<file path="src/rtl/blob_width_serializer.sv">
// Wide-to-narrow blob serializer: buffers DIN_W-bit words in a small FIFO and
// emits them as RATIO narrow lanes, lane 0 first, carrying the blob eop mark.
module blob_width_serializer #(
    parameter int DIN_W  = 256,
    parameter int DOUT_W = 32,
    parameter int DEPTH  = 4
) (
    input  logic              clk,
    input  logic              rst,
    output logic              blob_din_rdy,
    input  logic              blob_din_en,
    input  logic [DIN_W-1:0]  blob_din,
    input  logic              blob_din_eop,
    input  logic              blob_dout_rdy,
    output logic              blob_dout_en,
    output logic [DOUT_W-1:0] blob_dout,
    output logic              blob_dout_eop,
    output logic              err_ovf
);

    localparam int RATIO  = DIN_W / DOUT_W;
    localparam int PTR_W  = $clog2(DEPTH);
    localparam int CNT_W  = $clog2(DEPTH + 1);
    localparam int LANE_W = (RATIO > 1) ? $clog2(RATIO) : 1;

    // Buffer payload is never reset; only the occupancy bookkeeping is.
    logic [RATIO-1:0][DOUT_W-1:0] buf_data [DEPTH];
    logic                         buf_eop  [DEPTH];

    logic [PTR_W-1:0]  wr_ptr;
    logic [PTR_W-1:0]  rd_ptr;
    logic [CNT_W-1:0]  count;
    logic [CNT_W-1:0]  count_next;
    logic [LANE_W-1:0] lane_cnt;
    logic              lane_last;
    logic              not_empty;
    logic              push;
    logic              pop;

    assign not_empty = (count != '0);
    assign lane_last = (lane_cnt == LANE_W'(RATIO - 1));
    assign push      = blob_din_en & blob_din_rdy;
    assign pop       = blob_dout_en & lane_last;

    // Outputs come from the head slot and lane counter; only the strobe sees blob_dout_rdy.
    assign blob_dout_en  = not_empty & blob_dout_rdy;
    assign blob_dout     = buf_data[rd_ptr][lane_cnt];
    assign blob_dout_eop = not_empty & lane_last & buf_eop[rd_ptr];

    always_comb begin
        count_next = count;
        if (push && !pop) begin
            count_next = count + 1'b1;
        end else if (pop && !push) begin
            count_next = count - 1'b1;
        end
    end

    always_ff @(posedge clk) begin
        if (push) begin
            buf_data[wr_ptr] <= blob_din;
            buf_eop[wr_ptr]  <= blob_din_eop;
        end
    end

    always_ff @(posedge clk) begin
        if (rst) begin
            wr_ptr       <= '0;
            rd_ptr       <= '0;
            count        <= '0;
            lane_cnt     <= '0;
            err_ovf      <= 1'b0;
            blob_din_rdy <= 1'b0;
        end else begin
            if (push) begin
                wr_ptr <= wr_ptr + 1'b1;
            end
            if (pop) begin
                rd_ptr <= rd_ptr + 1'b1;
            end
            if (blob_dout_en) begin
                lane_cnt <= lane_last ? '0 : lane_cnt + 1'b1;
            end
            count        <= count_next;
            // Ready is a registered view of post-edge occupancy, so it never tracks blob_din_en.
            blob_din_rdy <= (count_next < CNT_W'(DEPTH));
            if (blob_din_en && !blob_din_rdy) begin
                err_ovf <= 1'b1;
            end
        end
    end

endmodule

</file>
<file path="config.mk">
export PLATFORM = sky130hd
export DESIGN_NAME = blob_width_serializer
export DESIGN_NICKNAME = d
export VERILOG_FILES = /design/src/rtl/blob_width_serializer.sv
export SDC_FILE = /design/constraint.sdc
export NUM_CORES = 1
export LEC_CHECK = 0
export BUFFER_PORTS_ARGS = -buffer_cell sky130_fd_sc_hd__buf_2
export CAP_MARGIN = 20
export CORE_UTILIZATION = 45
export DETAILED_ROUTE_END_ITERATION = 7
export RECOVER_POWER = 25
export SETUP_SLACK_MARGIN = 0.05
export SLEW_MARGIN = 25
export SYNTH_ARGS = -nofsm -noshare
export SYNTH_HDL_FRONTEND = slang
export SYNTH_SLANG_ARGS = --single-unit
</file>
<file path="constraint.sdc">
create_clock -name clk -period 9.8 [get_ports clk]
set_input_delay 0.49 -clock clk [delete_from_list [all_inputs] [get_ports clk]]
set_output_delay 0.49 -clock clk [all_outputs]
set_load 0.005 [all_outputs]
</file>
==> flow_summary.ini <==
[floorplanning]
initial_utilization_pct = 45.7
die_area_mm2 = 0.0914
chipWidth_um = 302
io_pins = 297
core_mm2 = 0.0888
die_height_um = 302
rows = 109

[power_and_ir_drop]
irDropWorstVdd_v = 0.000153
pwr-share-seq_pct = 54.8
p_int_mw = 7.30
power.total_mw = 9.17
leakage_nw = 14.5
netSwitchingFraction_pct = 20.4
power_density_mw_per_mm2 = 195
clockPowerShare_pct = 41.3
p_switching_mw = 1.87
pwr-share-comb_pct = 3.9

[worst_setup_path]
r2r-end = buf_data[0][204]$_DFFE_PP_
endpoint_kind = primary output
arrival_ps = 4340
path_common_cell = buf_4
cp_slowest_cell = dfxtp_4
cpPeakStageDelay_ps = 770
worstRegToRegCells = 5
path_cells = buf_4 -> buf_4 -> mux2i_1 -> a22oi_1 -> a31oi_1 -> nand3_1 -> buf_2
reg2reg_from = wr_ptr[0]$_SDFFE_PP0P_
crit_fanout = 41
crit_required_ps = 9310
crit_type = reg -> out
crit_path_start_kind = register
crit_family = buffers and inverters
cp_num_buf_inv = 3
rrSetupSlack_ps = 6670

[global_route]
grt_overflow = 0
grt.total_usage_pct = 20.6
first_global_vias = 21900
grt_max_degree = 144
antenna_found_initial = 35
grt_pass1_wl_um = 139000

[timing]
fin_crit_sh_pct = 49.3
finalSetupViolations = 0
finalHoldViolCount = 0
fin_crit_ps = 4830
holdWs_ps = 55.4
clock.fmax_mhz = 207
worst_slew_margin_rel_pct = 25.1
worstMarginPinSlew_ps = 1120
slew_viol_final = 0
fin_ws_ps = 4970
rsz0062_at_grt = no
skew_ps = 17.0
fin_tns_setup_ps = 0

[finish]
drive_gt1_share_pct = 12.3
register_area_mm2 = 0.0312
fin_util_pct = 53.0
stdcell_area_mm2 = 0.0471
fin_cells = 3931
fill_cells = 7117
final_common_cell = edfxtp_1
layout_common_cells = edfxtp_1, mux2i_1, clkbuf_1, buf_2, clkbuf_16
synthToLayoutAreaGrowth_pct = 16.1
fin_nets = 2941
multi_input_area_mm2 = 0.00860

[clocking]
cts.htree.levels = 3
cts_num_sinks = 1042
cts_setup_buffers = 0
clockRootBuffer = clkbuf_16
clk_pin_slew_ps = 60
cts_resized = 0
cts_buffers = 107
clock_path_buffers = 3
cts_tree = yes
worst_skew_pair.late_latency_ps = 660

[logic_synthesis]
synth_cell_types = 33
syn_nets = 2543
synth.yosys.seq_area_share_pct = 76.8
synthCells = 2271
synth_area_mm2 = 0.0406
async_flop_share_pct = 0
ys.flop_type = edfxtp_1
synth_edf_count = 1028
ys_warn_count = 0
syn_area_per_cell_um2 = 17.9
ys_ff_latch = 1042

[placement]
dp_hpwl_um = 54800
place_area_mm2 = 0.0430
post-place-ws_ps = 5240
dp_cells = 3637
io_buffers = 296
gp_congestion = 0.756

[routing]
totalWireLength_um = 94800
drc = 0
detail-route-antenna-nets = 0
wire_per_inst_um = 24.1
viasPerCell = 5.50
dr.pass1.iters = 7
vias = 21600
drtIter0Drc = 1577

[min_path]
min_path_cells = 1
hold_end = buf_data[0][62]$_DFFE_PP_
min_from = blob_din[62]
hp-class = in -> reg

[flow_run]
drv_cap = 0

[outcome]
run_status = complete, no violations
==> worst max path at each step <==
stage	startpoint	end	slack (ps)	cells after the start
2_1_floorplan	wr_ptr[0]$_SDFFE_PP0P_	buf_data[0][0]$_DFFE_PP_	2720	3
3_3_place_gp	register	blob_dout[13]	5360	8
3_5_place_dp	register	blob_dout[13]	5240	8
4_1_cts	register	blob_dout[13]	4530	8
5_1_grt	register	blob_dout[2]	4550	8
6_report	register	blob_dout[23]	4970	7
==> state kept, by name, summed over array words and instances, names as in the netlist, named ones only <==
name and flops:
count 2, lane_cnt 3, buf_data 1024, rd_ptr 2, buf_eop 4, wr_ptr 2, blob_din_rdy 1, err_ovf 1
==> routing by layer <==
layer  share of wire, %  track usage [%]  vias up
met3                7.3             5.89      160
met1                 43             28.1    11000
met2                 48             32.8      554
met5               0.39                0        -
li1                   -                -     9857
met4                1.6             4.87       54
==> logic make-up after synthesis <==
logic type | share of synthesized area [%]
fa+ha+maj | 0.339
mux | 12.7
xor+xnor | 0.0864
buf+inv | 2.16
compound gates | 5.02
flops | 76.8
simple gates | 2.93
==> power by group through the flow <==
stage                     clock (mW)  combinational [mW]  sequential, mW
final                           3.79               0.358            5.02
after CTS                       3.88               0.372            5.02
after global routing            4.04               0.393            5.03
after global placement             0               0.326            5.11
after floorplan                    0               0.141            5.14
after detailed placement           0               0.339            5.12
==> worst register-to-register path, stage by stage (launching register included) <==
cell and delay (ps):
dfxtp_1 330, inv_1 120, ha_1 160, and3_4 440
buf_4 760, buf_4 890
==> cell type report <==
class                   count  area share [%]
flip-flops and latches   1042            66.2
multi-input cells        1093            18.3
clock buffers             139            6.03
repair buffers            416            5.38
well taps                1165            3.10
clock inverters            60           0.959
inverters                   9          0.0717
diodes                      7          0.0372
==> repair_timing <==
action | 4_1_cts | 5_1_grt
hold buffers | 87 | 0
hold endpoints to repair | 318 | 0
setup endpoints to repair | 0 | 0
==> synthesized netlist by cell type (6+ instances only) <==
library cell	count	area [um2]
nor3_1	33	165
nand2_1	109	409
ha_1	11	138
clkbuf_1	35	131
a21oi_1	105	526
nor2_1	10	37.5
a22oi_1	96	721
buf_8	6	90.1
a22o_1	64	561
mux2i_1	512	5120
edfxtp_1	1028	30900
a31oi_1	32	200
inv_1	9	33.8
buf_6	24	270
buf_2	36	180
dfxtp_1	14	280
buf_1	7	26.3
nand3_1	97	485
buf_4	14	105
Note: power is estimated with default switching activity, not from simulation.
